$ cat config.mk
export PLATFORM = sky130hd
export DESIGN_NAME = mic_sample_buffer_flat
export DESIGN_NICKNAME = d
export VERILOG_FILES = /design/src/rtl/mic_sample_buffer_if.sv /design/src/rtl/mic_sample_buffer.sv /design/src/flat_wrapper.sv
export SDC_FILE = /design/constraint.sdc
export NUM_CORES = 1
export LEC_CHECK = 0
export BUFFER_PORTS_ARGS = -buffer_cell sky130_fd_sc_hd__buf_4
export CAP_MARGIN = 20
export CORE_MARGIN = 1.5
export CORE_UTILIZATION = 50
export CTS_CLUSTER_SIZE = 16
export DETAILED_ROUTE_END_ITERATION = 6
export GPL_ROUTABILITY_DRIVEN = 1
export PLACE_DENSITY = 0.65
export SETUP_SLACK_MARGIN = 0.2
export SKIP_LAST_GASP = 1
export SLEW_MARGIN = 20
export SYNTH_ARGS = -nofsm -noshare
export SYNTH_HDL_FRONTEND = slang
export SYNTH_SLANG_ARGS = --single-unit
$ cat constraint.sdc
create_clock -name PCLK -period 4.2 [get_ports PCLK]
set_input_delay 0.84 -clock PCLK [delete_from_list [all_inputs] [get_ports PCLK]]
set_output_delay 0.84 -clock PCLK [all_outputs]
set_load 0.1 [all_outputs]
$ cat src/rtl/mic_sample_buffer_if.sv
// Signal bundle between the microphone capture/FIFO block and its timer,
// APB wrapper and external ADC.
interface mic_sample_buffer_if #(
  parameter int DEPTH = 16
);
  localparam int CW = $clog2(DEPTH) + 1;

  logic          enable;
  logic          sample_req;
  logic          MISO;
  logic          CS_b;
  logic          sclk;
  logic          pop;
  logic [15:0]   rd_data;
  logic [CW-1:0] count;
  logic          empty;
  logic          full;
  logic          overflow;
  logic          clr_ovf;
  logic          irq;

  modport master (
    output enable, sample_req, MISO, pop, clr_ovf,
    input  CS_b, sclk, rd_data, count, empty, full, overflow, irq
  );

  modport slave (
    input  enable, sample_req, MISO, pop, clr_ovf,
    output CS_b, sclk, rd_data, count, empty, full, overflow, irq
  );
endinterface

$ cat src/rtl/mic_sample_buffer.sv
// SPI read-frame engine for the microphone ADC feeding a show-ahead sample FIFO
// that the APB wrapper drains with pop strobes.
module mic_sample_buffer #(
  parameter int DEPTH    = 16,
  parameter int SCLK_DIV = 4,
  parameter int THRESH   = 8
) (
  input  logic               PCLK,
  input  logic               PRESETn,
  mic_sample_buffer_if.slave bus
);
  localparam int AW = $clog2(DEPTH);
  localparam int CW = AW + 1;
  localparam int DW = $clog2(2 * SCLK_DIV) + 1;
  localparam logic [DW-1:0] DIV_HALF  = DW'(SCLK_DIV - 1);
  localparam logic [DW-1:0] DIV_END   = DW'(2 * SCLK_DIV - 1);
  localparam logic [DW-1:0] QUIET_END = DW'(2 * SCLK_DIV - 2);
  localparam logic [CW-1:0] DEPTH_C   = CW'(DEPTH);
  localparam logic [CW-1:0] THRESH_C  = CW'(THRESH);

  typedef enum logic [1:0] {
    IDLE  = 2'd0,
    SHIFT = 2'd1,
    QUIET = 2'd2
  } state_t;

  state_t        state_q, state_d;
  logic [DW-1:0] div_q, div_d;
  logic [3:0]    bit_q, bit_d;
  logic [15:0]   sr_q, sr_d;
  logic          cs_b_q, cs_b_d;
  logic          sclk_q, sclk_d;
  logic          pend_q, pend_d;
  logic          req_s, push_s;

  logic [15:0]   mem_q [DEPTH];
  logic [AW-1:0] wr_q, wr_d, rd_q, rd_d;
  logic [CW-1:0] count_q, count_d;
  logic          ovf_q, ovf_d, irq_q, irq_d;
  logic          empty_s, full_s, pop_ok_s, push_ok_s;

  // Frame sequencer: div_q counts PCLKs inside one sclk period (or the quiet gap).
  always_comb begin
    state_d = state_q;
    div_d   = div_q;
    bit_d   = bit_q;
    sr_d    = sr_q;
    cs_b_d  = cs_b_q;
    sclk_d  = sclk_q;
    pend_d  = pend_q;
    push_s  = 1'b0;
    req_s   = bus.sample_req & bus.enable;
    case (state_q)
      IDLE: begin
        if (req_s | (pend_q & bus.enable)) begin
          state_d = SHIFT;
          cs_b_d  = 1'b0;
          sclk_d  = 1'b0;
          div_d   = '0;
          bit_d   = 4'd0;
          pend_d  = 1'b0;
        end else begin
          state_d = IDLE;
        end
      end
      SHIFT: begin
        div_d  = div_q + DW'(1);
        pend_d = pend_q | req_s;
        if (div_q == DIV_HALF) begin
          sclk_d = 1'b1;
          sr_d   = {sr_q[14:0], bus.MISO};
        end else if (div_q == DIV_END) begin
          div_d = '0;
          if (bit_q == 4'd15) begin
            cs_b_d  = 1'b1;
            sclk_d  = 1'b1;
            push_s  = 1'b1;
            state_d = QUIET;
          end else begin
            sclk_d = 1'b0;
            bit_d  = bit_q + 4'd1;
          end
        end else begin
          sclk_d = sclk_q;
        end
      end
      QUIET: begin
        div_d  = div_q + DW'(1);
        pend_d = pend_q | req_s;
        // Leave one edge early so IDLE can start the next frame exactly 2*SCLK_DIV after push.
        if (div_q == QUIET_END) begin
          state_d = IDLE;
          div_d   = '0;
        end else begin
          state_d = QUIET;
        end
      end
      default: begin
        state_d = IDLE;
        cs_b_d  = 1'b1;
        sclk_d  = 1'b1;
        div_d   = '0;
      end
    endcase
    pend_d = pend_d & bus.enable;
  end

  // FIFO bookkeeping: a pop on a full FIFO frees the slot for a same-edge push.
  always_comb begin
    empty_s   = (count_q == '0);
    full_s    = (count_q == DEPTH_C);
    pop_ok_s  = bus.pop & ~empty_s;
    push_ok_s = push_s & (~full_s | pop_ok_s);
    wr_d      = push_ok_s ? wr_q + AW'(1) : wr_q;
    rd_d      = pop_ok_s ? rd_q + AW'(1) : rd_q;
    case ({push_ok_s, pop_ok_s})
      2'b10:   count_d = count_q + CW'(1);
      2'b01:   count_d = count_q - CW'(1);
      default: count_d = count_q;
    endcase
    ovf_d = (push_s & ~push_ok_s) | (ovf_q & ~bus.clr_ovf);
    irq_d = (count_q >= THRESH_C) | ovf_q;
  end

  // State, SPI pins and FIFO control registers.
  always_ff @(posedge PCLK or negedge PRESETn) begin
    if (!PRESETn) begin
      state_q <= IDLE;
      div_q   <= '0;
      bit_q   <= 4'd0;
      sr_q    <= 16'h0000;
      cs_b_q  <= 1'b1;
      sclk_q  <= 1'b1;
      pend_q  <= 1'b0;
      wr_q    <= '0;
      rd_q    <= '0;
      count_q <= '0;
      ovf_q   <= 1'b0;
      irq_q   <= 1'b0;
    end else begin
      state_q <= state_d;
      div_q   <= div_d;
      bit_q   <= bit_d;
      sr_q    <= sr_d;
      cs_b_q  <= cs_b_d;
      sclk_q  <= sclk_d;
      pend_q  <= pend_d;
      wr_q    <= wr_d;
      rd_q    <= rd_d;
      count_q <= count_d;
      ovf_q   <= ovf_d;
      irq_q   <= irq_d;
    end
  end

  // Sample storage.
  always_ff @(posedge PCLK or negedge PRESETn) begin
    if (!PRESETn) begin
      for (int i = 0; i < DEPTH; i++) begin
        mem_q[i] <= 16'h0000;
      end
    end else if (push_ok_s) begin
      mem_q[wr_q] <= sr_q;
    end else begin
      mem_q[wr_q] <= mem_q[wr_q];
    end
  end

  assign bus.CS_b     = cs_b_q;
  assign bus.sclk     = sclk_q;
  assign bus.rd_data  = empty_s ? 16'h0000 : mem_q[rd_q];
  assign bus.count    = count_q;
  assign bus.empty    = empty_s;
  assign bus.full     = full_s;
  assign bus.overflow = ovf_q;
  assign bus.irq      = irq_q;
endmodule

$ cat src/flat_wrapper.sv
// flat-port wrapper written by rule: the top's interface ports become plain ports
module mic_sample_buffer_flat 
#(
  parameter int DEPTH    = 16,
  parameter int SCLK_DIV = 4,
  parameter int THRESH   = 8
)
  (PCLK, PRESETn, bus_enable, bus_sample_req, bus_MISO, bus_pop, bus_clr_ovf, bus_CS_b, bus_sclk, bus_rd_data, bus_count, bus_empty, bus_full, bus_overflow, bus_irq);
  mic_sample_buffer_if #(.DEPTH(DEPTH)) bus_i ();
  input  logic PCLK;
  input  logic PRESETn;
  input wire logic [$bits(bus_i.enable)-1:0] bus_enable;
  input wire logic [$bits(bus_i.sample_req)-1:0] bus_sample_req;
  input wire logic [$bits(bus_i.MISO)-1:0] bus_MISO;
  input wire logic [$bits(bus_i.pop)-1:0] bus_pop;
  input wire logic [$bits(bus_i.clr_ovf)-1:0] bus_clr_ovf;
  output wire logic [$bits(bus_i.CS_b)-1:0] bus_CS_b;
  output wire logic [$bits(bus_i.sclk)-1:0] bus_sclk;
  output wire logic [$bits(bus_i.rd_data)-1:0] bus_rd_data;
  output wire logic [$bits(bus_i.count)-1:0] bus_count;
  output wire logic [$bits(bus_i.empty)-1:0] bus_empty;
  output wire logic [$bits(bus_i.full)-1:0] bus_full;
  output wire logic [$bits(bus_i.overflow)-1:0] bus_overflow;
  output wire logic [$bits(bus_i.irq)-1:0] bus_irq;
  assign bus_i.enable = bus_enable;
  assign bus_i.sample_req = bus_sample_req;
  assign bus_i.MISO = bus_MISO;
  assign bus_i.pop = bus_pop;
  assign bus_i.clr_ovf = bus_clr_ovf;
  assign bus_CS_b = bus_i.CS_b;
  assign bus_sclk = bus_i.sclk;
  assign bus_rd_data = bus_i.rd_data;
  assign bus_count = bus_i.count;
  assign bus_empty = bus_i.empty;
  assign bus_full = bus_i.full;
  assign bus_overflow = bus_i.overflow;
  assign bus_irq = bus_i.irq;
  mic_sample_buffer #(.DEPTH(DEPTH), .SCLK_DIV(SCLK_DIV), .THRESH(THRESH)) u_core (.PCLK(PCLK), .PRESETn(PRESETn), .bus(bus_i));
endmodule
==> results by group, run 1 <==
Outcome
  – Status: finished, violations left
  – Failing checks: DRC

Clock tree
  – Clock Path Buffers: 3
  – Total CTS buffers: 34
  – Clock network latency to the later pin of the worst-skew pair: just over 0.5 ns
  – Clock Tree Root: clkbuf_16
  – Postcts setup bufs: 0
  – CTS clk-pin slew, worst paths: 0.06 ns
  – CTS Hold Buffers Added: 0
  – H-tree levels: 2
  – PostCTS Resize Cnt: 0
  – CTS tree: done
  – Clk sink count: 300

STA
  – Relative slew slack: 0.295
  – Hold_ws: 0.402 ns
  – Worst-Margin Slew: roughly 1.1 ns
  – Fmax: about 270 MHz
  – Period utilisation layout: 0.866
  – Hold Vio Cnt, Final: 0
  – # setup viols final: 0
  – Setup tns final: 0 ns
  – Final min period: 3.64 ns
  – Final Slew Violations: 0
  – RSZ-0062 raised after global routing: false
  – Skew final: 0.00825 ns

Synthesis
  – Top-count cell post-synth: dfrtp_1
  – Synthesized cell area: approximately 0.016 mm2
  – Asr flop ratio synth: 1.00
  – Top cell type's share of synthesized area: 0.474
  – Post-synthesis cell type count: 57
  – Synthesized Nets: ~1500
  – Top_reg_cell synth: dfrtp_1
  – Cell taking the most area after synthesis: dfrtp_1
  – Area contributors post-synth: dfrtp_1 47%, mux4_2 10%, mux2i_1 9.4%, o21ai_0 7.3%, nand2_1 6.1%
  – Syn_area_per_cell: 10.7 um2
  – Sequential-to-total area share from yosys stat: 0.477
  – Yosys Warn Count: 0
  – Synth top cells by count: 298 x dfrtp_1, 255 x nand2_1, 229 x o21ai_0, 147 x mux2i_1
  – Mapped Cells: 1468
  – Seq cells post-synth: 300
  – EDFF count, synth: 0

Worst setup path
  – Register-to-Register Setup Slack: 1.09 ns
  – Peak fanout along the critical path: 28
  – Critical path class: reg2out
  – CP endpoint kind: output pin
  – Req. time, crit path: between 3 and 4 ns
  – Setup crit start: u_core.rd_q[0]
  – Setup crit start kind: flop
  – Worst path arrival time: between 2 and 3 ns
  – FF-to-FF Start: u_core.wr_q[0]

Global routing
  – Largest net degree at the start of global routing: between 100 and 150
  – Gr usage total: 0.266
  – Vias in the first global route: 11582
  – GR Overflow Total: 0
  – Global-route wire length before repair: 67100 um
  – Initial antenna violation count: 0

Drt
  – Total Wirelength: about 42000 um
  – DRT antenna net count: 0
  – Via density: 6.13
  – DR WL/cell: between 20 and 25 um
  – Initial DRC count: 808
  – Drt first pass iters: 7
  – Number of vias in the routed layout: between 10000 and 15000
  – Residual DRC count: 2

Layout
  – Post-Layout Inst Area: about 0.018 mm2
  – Filler Cells Inserted: 2625
  – Ant diodes: 0
  – P&R area growth vs syn: 12.1%
  – Multi-input gate area: 0.00772 mm2
  – Layout Nets: 1476
  – Layout cell share with drive strength beyond 1: 0.182
  – Reg area: 0.00752 mm2

Floorplanning
  – # rows: 64
  – Die ar.: 0.0325 mm2
  – Die Width: 180 um
  – Initial Utilization: 0.512
  – Die Ht: 180 um
  – Core Area: 0.0307 mm2
  – I/O pin cnt: 34

Power and ir drop
  – Cell area power density: 496 mW/mm2
  – VDD IR-drop max: 0.768 mV
  – Pleak: between 0.007 and 0.008 uW

Placed design
  – DP HPWL: 26500 um
  – Placed inst area: ~0.016 mm2
  – GPL Wtd Cong: 0.810
  – I/O Buffers: 33

Flow run
  – MaxCap Viol Count: 0

Hold path
  – Worst hold-check path type: in2async
per-layer routing:
metal,share of wire,GRT usage,up-vias
met5,0,0,-
met4,0.029,0.0887,0
met3,0.063,0.0491,93
met2,0.48,0.435,377
met1,0.43,0.359,5688
li1,-,-,5330
final cells by class:
type,count,area share
clock buffer,51,0.0600
sequential,300,0.427
tap,396,0.0281
clock inverter,11,0.0109
inverter,11,0.00248
timing repair buffer,70,0.0345
multi-input combinational,1036,0.438
stage by stage:
stage          instances  total power, uW   util  setup slack, ns
6_report            1875             8740  0.574            0.563
4_1_cts             1875             8830  0.574            0.525
5_1_grt             1875             9050  0.574            0.427
3_5_place_dp        1813             5550  0.533             1.06
3_3_place_gp        1813             5540  0.533             1.08
2_1_floorplan       1468             4960      -           0.0881
cells in the final DEF (no fill, tap or decap), drive strengths merged, types with 2 or more instances in the layout:
cell / n
clkinvlp: 3
o21ai: 249
clkbuf: 51
buf: 70
or3: 8
or3b: 2
mux2: 21
nand3: 13
a21o: 2
mux4: 73
nand3b: 6
mux2i: 147
or2: 3
xor2: 7
o221ai: 34
nand2b: 3
dfrtp: 298
nor2: 50
xnor2: 6
nand4b: 2
clkinv: 3
inv: 11
and2: 8
a21oi: 41
and3: 2
nand4: 2
nand2: 255
o22ai: 45
o22a: 11
ha: 16
nor4: 2
nor2b: 4
dfstp: 2
bufinv: 5
nor3: 6
o31ai: 7
power breakdown:
| part | total (uW) | switching, uW | internal (uW) | leakage, uW |
|---|---|---|---|---|
| clock network | 3260 | 1200 | 2060 | 0.000604 |
| logic | 2350 | 1650 | 696 | 0.00394 |
| registers | 3140 | 188 | 2950 | 0.00278 |
| total | 8740 | 3040 | 5700 | 0.00733 |
worst max-delay path, stage by stage, from the launching register on:
cell	delay (ns)
dfrtp_4	0.66
buf_12	0.31
mux4_2	0.54
mux2i_1	0.36
o22ai_2	0.12
buf_4	0.26
cells by family (layout without fill, tap and decap cells):
logic type / Yosys count / after routing / synth area share
AND/OR/NAND/NOR: 368 / 368 / 0.0988
XOR/XNOR: 13 / 13 / 0.00724
buffers and inverters: 132 / 143 / 0.0391
multiplexers: 241 / 241 / 0.213
AO/OA/AOI/OAI: 398 / 398 / 0.152
flip-flops: 300 / 300 / 0.477
adder cells (fa/ha/maj): 16 / 16 / 0.0127
flip-flops by register name (all words and copies together) (netlist names):
name                 count
u_core.bus.count         5
u_core.div_q             4
u_core.bit_q             4
u_core.bus.sclk          1
u_core.sr_q             16
u_core.wr_q              4
u_core.state_q           2
u_core.pend_q            1
u_core.rd_q              4
u_core.bus.CS_b          1
u_core.bus.overflow      1
u_core.bus.irq           1
u_core.mem_q           256
final timing paths:
| check | cells past startpoint | endpoint |
|---|---|---|
| max | 5 | bus_rd_data[4] |
| min | 1 | u_core.mem_q[126] |
| max reg2reg | 6 | u_core.mem_q[169] |
| min reg2reg | 2 | u_core.mem_q[168] |
| max in group asynchronous | 2 | u_core.mem_q[80] |
| min in group PCLK | 2 | u_core.mem_q[168] |
No activity file was read; power rests on OpenSTA's default activity.
==> run 2, diff against run 1 <==
--- a/config.mk
+++ b/config.mk
@@ -15,7 +15,6 @@
 export PLACE_DENSITY = 0.65
 export SETUP_SLACK_MARGIN = 0.2
 export SKIP_LAST_GASP = 1
-export SLEW_MARGIN = 20
 export SYNTH_ARGS = -nofsm -noshare
 export SYNTH_HDL_FRONTEND = slang
 export SYNTH_SLANG_ARGS = --single-unit
==> constraint.sdc (replaced) <==
create_clock -name PCLK -period 4.3 [get_ports PCLK]
set_input_delay 0.86 -clock PCLK [delete_from_list [all_inputs] [get_ports PCLK]]
set_output_delay 0.86 -clock PCLK [all_outputs]
set_load 0.1 [all_outputs]
==> run 2 against run 1 <==
The run now ends clean. Worst hold slack worse by 0.023 ns. Critical path depth unchanged. Power down 1.6%. Die area unchanged. Wire length up 1.9%. Register-to-register slack better by 0.14 ns. Via count up 1.3%. Critical path type unchanged. Global-route usage up 0.28 points. First-iteration DRC count down 1.5%. Clock skew up 0.0063 ns. Combinational power down 6%.
==> results by group, run 2 (synthesis gave the netlist of run 1 again) <==
Outcome
  – Status: finished, final reports clean

Global routing
  – Global-route wire length before repair: 67800 um (+1.1%)
  – Largest net degree at the start of global routing: 104 (-8.8%)
  – GR Overflow Total: 0 (unchanged)
  – Gr usage total: 0.269 (+0.00282)
  – Initial antenna violation count: 0 (unchanged)
  – Vias in the first global route: 11549 (-0.28%)

Drt
  – Initial DRC count: 796 (-1.5%)
  – Max Used Layer: met4
  – Metal2 WL: 19800 um (-1.9%)
  – Wire length on met1: 19500 um (+8.4%)
  – Routed met3 length: 2550 um (-4.5%)
  – DR WL/cell: 22.8 um (+1.6%)
  – Total Wirelength: 42900 um (+1.9%)
  – Via density: 6.19 (+1.1%)
  – DRT antenna net count: 0 (unchanged)
  – Drt first pass iters: 7 (unchanged)
  – Number of vias in the routed layout: 11640 (+1.3%)
  – Residual DRC count: 0 (-2)

Clock tree
  – Clock Tree Root: clkbuf_16
  – CTS Hold Buffers Added: 0 (unchanged)
  – PostCTS Resize Cnt: 0 (unchanged)
  – CTS tree: done
  – Postcts setup bufs: 0 (unchanged)
  – Total CTS buffers: 34 (unchanged)
  – Clock Path Buffers: 3 (unchanged)
  – CTS clk-pin slew, worst paths: 0.06 ns (about the same)
  – Clock network latency to the later pin of the worst-skew pair: 0.51 ns (about the same)
  – H-tree levels: 2 (unchanged)
  – Clk sink count: 300 (unchanged)

Worst setup path
  – Worst r2r dst: u_core.bus.count[2]
  – Critical path class: reg2out
  – Worst Reg2Reg Path Length in Cells: 12 (+6)
  – Slowest stage delay, CP: 0.76 ns (+0.10 ns)
  – Crit path top cell by count: buf_4
  – Req. time, crit path: 3.44 ns (+0.08 ns)
  – Worst path arrival time: 2.91 ns (+0.11 ns)
  – Setup crit start kind: flop
  – Peak fanout along the critical path: 22 (-21%)
  – CP endpoint kind: output pin
  – Register-to-Register Setup Slack: 1.23 ns (+0.14 ns)
  – Crit-path cells: buf_4, mux4_2, mux2i_1, o22ai_2, buf_4
  – Max stage delay cell, worst path: dfrtp_4
  – FF-to-FF Start: u_core.state_q[1]

Hold path
  – Worst hold-check path type: in2async

STA
  – RSZ-0062 raised after global routing: false
  – Skew final: 0.0145 ns (+0.00629 ns)
  – Fmax: roughly 270 MHz
  – Worst-Margin Slew: 1.04 ns (-0.0125 ns)
  – # setup viols final: 0 (unchanged)
  – Final Slew Violations: 0 (unchanged)
  – Relative slew slack: 0.303 (+0.00778)
  – Final min period: between 3 and 4 ns
  – Setup tns final: 0 ns (unchanged)
  – Hold Vio Cnt, Final: 0 (unchanged)
  – Period utilisation layout: 0.877

Layout
  – Most frequent cells in the layout: 293 x dfrtp_1, 255 x nand2_1, 229 x o21ai_0, 147 x mux2i_1, 73 x mux4_2
  – Reg area: 0.00752 mm2 (about the same)
  – P&R area growth vs syn: 12.7%
  – Layout cell share with drive strength beyond 1: 0.184 (+0.00208)
  – Final Util: 0.576 (+0.00293)
  – Filler Cells Inserted: 2643 (+0.69%)
  – Most flop-heavy register: u_core.mem_q
  – Final Non-Filler Cells: 1880 (+0.27%)
  – Ant diodes: 0 (unchanged)
  – Layout Nets: 1482 (+0.41%)
  – Commonest non-fill, non-tap cell in the layout: dfrtp_1
  – Max reg flops: 256 (unchanged)
  – Multi-input gate area: 0.00769 mm2 (-0.32%)

Floorplanning
  – # rows: 64 (unchanged)
  – Die Width: 180 um (unchanged)
  – Core Area: 0.0307 mm2 (unchanged)
  – Initial Utilization: 0.512 (unchanged)
  – I/O pin cnt: 34 (unchanged)
  – Die Ht: 180 um (unchanged)
  – Die ar.: 0.0325 mm2 (unchanged)

Placed design
  – DP HPWL: 27400 um (+3.3%)
  – GPL Wtd Cong: 0.823 (+1.7%)
  – I/O Buffers: 33 (unchanged)
  – Post-placement cell count: 1818 (+0.28%)

Power and ir drop
  – Cell area power density: 485 mW/mm2 (-2.1%)
  – Pleak: 0.00738 uW (+0.65%)
  – VDD IR-drop max: 0.848 mV (+10%)

Flow run
  – MaxCap Viol Count: 0 (unchanged)
[run 2: cell types whose count changed in the layout (fill, tap and decap cells not counted), sizes merged]
cell,previous run,this run
clkinvlp,3,1
bufinv,5,6
clkbuf,51,47
buf,70,76
clkinv,3,7
[run 2: how the worst max path moves through the flow]
stage	slack, ns	to	start	depth (start not counted)
finish	0.53	bus_rd_data[10]	u_core.rd_q[0]	5
global route	0.39	bus_rd_data[10]	u_core.rd_q[0]	5
CTS	0.49	bus_rd_data[10]	u_core.rd_q[0]	5
detailed placement	1.03	bus_rd_data[10]	u_core.rd_q[0]	5
global placement	1.03	bus_rd_data[10]	u_core.rd_q[0]	5
floorplan	-0.14	bus_rd_data[0]	u_core.bus.count[1]	6
[run 2: report_power, final]
group          total [uW]  switching (uW)  internal [uW]
Clock                3260            1190           2070
Sequential           3120             245           2880
Combinational        2210            1540            674
[run 2: area by class of cell]
type / count / area share
repair buffers: 76 / 0.0394
flip-flops and latches: 300 / 0.424
multi-input cells: 1036 / 0.434
well taps: 396 / 0.0280
inverters: 11 / 0.00247
clock inverters: 14 / 0.0126
clock buffers: 47 / 0.0594
[run 2: metal layers]
layer | global-route usage | vias up
met4 | 0.0787 | 0
met5 | 0 | -
met2 | 0.422 | 372
met3 | 0.0410 | 73
met1 | 0.389 | 5869
li1 | - | 5326
[run 2: critical path: cells and delay by family (launching register included)]
kind | cells | cell delay, ns
AOI/OAI and AO/OA | 1 | 0.15
muxes | 2 | 0.88
DFF | 1 | 0.76
buffers and inverters | 2 | 0.60
[run 2: stage by stage]
stage               instance area [um2]  hold slack [ns]  setup WS [ns]  power [uW]
global route                      17700            0.452          0.388        8860
floorplan                         15800            0.461         -0.141        4820
finish                            17700            0.379          0.531        8600
global placement                  16400            0.476           1.03        5390
detailed placement                16400            0.491           1.03        5400
CTS                               17700            0.434          0.485        8650
